## src/rtl/stream_arb2_rr.sv

```systemverilog
// Two-input packet-aware round-robin arbiter feeding a one-entry registered output stage.
// A port that wins keeps the grant until its last beat is accepted, so packets never interleave.
module stream_arb2_rr #(
  parameter int WIDTH = 4
) (
  input  logic             clk,
  input  logic             rst_n,
  input  logic [WIDTH-1:0] a_data,
  input  logic             a_valid,
  input  logic             a_last,
  output logic             a_ready,
  input  logic [WIDTH-1:0] b_data,
  input  logic             b_valid,
  input  logic             b_last,
  output logic             b_ready,
  output logic [WIDTH-1:0] out_data,
  output logic             out_valid,
  output logic             out_last,
  input  logic             out_ready,
  output logic             sel
);

  typedef enum logic [1:0] {
    IDLE   = 2'd0,
    LOCK_A = 2'd1,
    LOCK_B = 2'd2
  } state_t;

  state_t state, state_nxt;
  logic   prio, prio_nxt;
  logic   grant_a, grant_b;
  logic   accept_a, accept_b;
  logic   load_ok;

  // The output register can take a new beat when empty or draining this cycle.
  assign load_ok = !out_valid | out_ready;
  assign a_ready = rst_n & grant_a & load_ok;
  assign b_ready = rst_n & grant_b & load_ok;

  always_ff @(posedge clk) begin
    if (!rst_n) begin
      state <= IDLE;
      prio  <= 1'b0;
    end else begin
      state <= state_nxt;
      prio  <= prio_nxt;
    end
  end

  always_comb begin
    grant_a   = 1'b0;
    grant_b   = 1'b0;
    accept_a  = 1'b0;
    accept_b  = 1'b0;
    state_nxt = state;
    prio_nxt  = prio;

    case (state)
      IDLE: begin
        if (a_valid && b_valid) begin
          grant_a = !prio;
          grant_b = prio;
        end else begin
          grant_a = a_valid;
          grant_b = b_valid;
        end
      end
      LOCK_A:  grant_a = 1'b1;
      LOCK_B:  grant_b = 1'b1;
      default: ;
    endcase

    accept_a = rst_n & a_valid & grant_a & load_ok;
    accept_b = rst_n & b_valid & grant_b & load_ok;

    // Priority flips only when a packet completes, handing the next tie to the other port.
    if (accept_a) begin
      if (a_last) begin
        state_nxt = IDLE;
        prio_nxt  = 1'b1;
      end else begin
        state_nxt = LOCK_A;
      end
    end else if (accept_b) begin
      if (b_last) begin
        state_nxt = IDLE;
        prio_nxt  = 1'b0;
      end else begin
        state_nxt = LOCK_B;
      end
    end
  end

  always_ff @(posedge clk) begin
    if (!rst_n) begin
      out_valid <= 1'b0;
      out_data  <= '0;
      out_last  <= 1'b0;
      sel       <= 1'b0;
    end else if (accept_a) begin
      out_valid <= 1'b1;
      out_data  <= a_data;
      out_last  <= a_last;
      sel       <= 1'b0;
    end else if (accept_b) begin
      out_valid <= 1'b1;
      out_data  <= b_data;
      out_last  <= b_last;
      sel       <= 1'b1;
    end else if (out_ready) begin
      out_valid <= 1'b0;
    end
  end

endmodule

```

## config.mk

```make
export PLATFORM = sky130hd
export DESIGN_NAME = stream_arb2_rr
export DESIGN_NICKNAME = d
export VERILOG_FILES = /design/src/rtl/stream_arb2_rr.sv
export SDC_FILE = /design/constraint.sdc
export NUM_CORES = 1
export LEC_CHECK = 0
export CORE_AREA = 2 2 45 47
export DETAILED_ROUTE_END_ITERATION = 7
export DIE_AREA = 0 0 47 49
export PLACE_DENSITY = 0.67
export SYNTH_ARGS = -nofsm -noshare
export SYNTH_HDL_FRONTEND = slang
export SYNTH_SLANG_ARGS = --single-unit
```

## constraint.sdc

```tcl
create_clock -name clk -period 1.5 [get_ports clk]
set_clock_uncertainty 0.05 [all_clocks]
set_input_delay 0.45 -clock clk [delete_from_list [all_inputs] [get_ports clk]]
set_output_delay 0.45 -clock clk [all_outputs]
set_load 0.03 [all_outputs]
```

==> flow_summary_export.csv <==
group,metric,value,unit
final_layout,seq_area,202.7,sq um
grt,antenna_found_initial,0,
final_layout,drive_gt1_frac,0.3942,
final_layout,layout_commonest_cell,"buf_4",
logic_synthesis,seq_area_frac_synth,0.3893,
logic_synthesis,yosys.area.top_type,"dfxtp_1",
sta,hold_viol_final,0,
worst_setup_path,path_class,"register to output pin",
drt,ant_nets,0,
grt,grt_pass1_vias,569,
sta,finalWorstSetupSlack,-229.5,ps
clock_network,clockRootBuffer,"clkbuf_4",
clock_network,clock_latency,280,ps
clock_network,htreeDepth,1,
grt,grt_usage,0.1511,
drt,drt_first_iter_violations,8,
final_layout,antenna_cells,0,
clock_network,cts.clk_slew.worst_paths,80,ps
die,boundaryPins,24,
placed_design,hpwl,1.177,mm
die,core.rowCount,16,
placed_design,place_ws,-617.6,ps
drt,routed_wl,1.520,mm
logic_synthesis,synthDominantCellAreaShare,0.3893,
grt,grt_max_degree,11,
pwr,leakagePower,0.0003980,uW
drt,viasPerCell,4.771,
logic_synthesis,synth_area_leaders,"dfxtp_1, nand2_1, a21oi_1",
status,outcome,"finished with violations",
clock_network,clk_path_buf_depth,2,
die,start_util,0.2792,
clock_network,cts.sinks,10,
sta,clock.fmax,578.2,MHz
placed_design,gp_congestion,0.7223,
worst_setup_path,critical_path_required,1000,ps
worst_setup_path,arrival,1230,ps
drt,vias,625,
sta,relSlewSlack,0.8176,
logic_synthesis,synthCells,64,
drt,wl_per_cell,11.60,microns
placed_design,io_buffers,23,
logic_synthesis,syn_avg_cell_area,8.035,sq um
drt,firstDrtPassIters,4,
die,die_h,49,microns
worst_setup_path,crit_path_end_kind,"output pin",
grt,grt_overflow,0,
sta,slew_viol_final,0,
die,dieWidth,47,microns
logic_synthesis,ys_seq_elements,10,
sta,worst_pin_slew,273.2,ps
clock_network,cts_made_buffers,3,
die,core,1842,sq um
pwr,ir_worst_vdd,427.1,uV
pwr,power,802.7,uW
worst_setup_path,crit_fanout,3,
die,dieArea,2303,sq um
clock_network,cts_tree,"yes",
sta,rsz0062_at_grt,"yes",
logic_synthesis,yosys_warnings,0,
drt,post-route-drc-count,0,
final_layout,fill_cells,198,
worst_hold_path,holdCritPathClass,"register to register",
worst_setup_path,cp-start-kind,"register",
final_layout,nets,120,
status,violations,"setup timing",
sta,layout_min_cycle_time,1729,ps
sta,finalSetupViolCount,2,
final_layout,multi_input_area,355.3,sq um
sta,final.period_utilization,1.153,
final_layout,areaGrowthSynthToFinish,83.21,%
logic_synthesis,synthesis.nets,79,
final_layout,layout_common_cells,"buf_4, nand2_1, clkdlybuf4s50_1",
pwr,powerDensity,852.0,nW/um^2
grt,grt_pass1_wl,2.415,mm
logic_synthesis,synthDistinctLibCells,24,
logic_synthesis,syn_area,514.2,sq um
run,maxCapViolCount,0,
## metal layers
| metal | vias up | part of all wire | track usage |
|---|---|---|---|
| li1 | 314 | - | - |
| met1 | 285 | 0.41 | 0.1693 |
| met2 | 21 | 0.51 | 0.2443 |
| met3 | 5 | 0.052 | 0.04444 |
| met4 | 0 | 0.022 | 0.08333 |
| met5 | - | 0 | 0 |
## critical path: stages, from the launching register on
cell,delay (ps)
dfxtp_2,340
or2b_1,240
a21oi_2,180
nor3_4,50
buf_6,140
## final cells by class
class | instances | share of cell area
Sequential cell | 10 | 0.2151
Timing Repair Buffer | 37 | 0.3293
Clock buffer | 4 | 0.03851
Multi-Input combinational cell | 52 | 0.3772
Inverter | 1 | 0.003984
Tap cell | 27 | 0.03586
## logic make-up (layout without fill, tap and decap cells)
family / count (synthesis) / count (layout) / synth area share
simple gates: 32 / 32 / 0.3333
compound gates: 20 / 20 / 0.2603
flops: 10 / 10 / 0.3893
buf+inv: 2 / 42 / 0.01702
## registers in the layout, summed over array words and instances, names as in the netlist
register / count
out_data: 4
state: 2
out_last: 1
out_valid: 1
prio: 1
sel: 1
## report_power, final
part,total (uW),leakage [uW],switching [uW],internal (uW)
registers,301,0.0000831,15.8,285
logic,246,0.000294,123,123
clock network,256,0.0000210,108,148
## synth_stat cells, drive strengths merged
| library cell | instances |
|---|---|
| nand3 | 2 |
| buf | 1 |
| nand4 | 2 |
| dfxtp | 10 |
| nor2 | 3 |
| a222oi | 1 |
| nand2 | 12 |
| nand3b | 1 |
| a2bb2oi | 1 |
| o211ai | 1 |
| or2b | 1 |
| a21oi | 6 |
| and4 | 1 |
| nor3 | 3 |
| nand2b | 3 |
| o21ai | 5 |
| o21a | 1 |
| or3b | 1 |
| a31oi | 4 |
| nor2b | 3 |
| a211oi | 1 |
| inv | 1 |
## path summary, 6_finish.rpt
kind,startpoint,end,slack (ps),cells past startpoint
setup reg to reg,state[0]$_SDFFE_PN0P_,out_data[1]$_SDFFE_PN0P_,90,5
setup / recovery,prio$_SDFFE_PN0P_,b_ready,-230,4
hold reg to reg,sel$_SDFFE_PP0P_,sel$_SDFFE_PP0P_,410,2
hold / removal,sel$_SDFFE_PP0P_,sel$_SDFFE_PP0P_,410,2
## per-stage QoR
step / std cells / util / setup TNS (ps) / hold slack [ps] / cell area, sq um
3_3_place_gp: 125 / 0.4789 / -5276 / 393.2 / 882.1
2_1_floorplan: 64 / - / -13.97 / 435.4 / 558.0
5_1_grt: 131 / 0.5115 / -445.1 / 450.5 / 942.2
3_5_place_dp: 125 / 0.4789 / -5486 / 405.8 / 882.1
4_1_cts: 130 / 0.5068 / -407.3 / 416.1 / 933.4
6_report: 131 / 0.5115 / -361.3 / 410.9 / 942.2
## repair_timing
action / 4_1_cts / 5_1_grt
cloned: 0 / 0
gates resized for setup: 13 / 5
pin swaps: 4 / 2
buffers inserted: 1 / 1
endpoints found under the setup margin: 12 / 3
hold buffers: 0 / 0
Power figures use the tool's default switching activity.
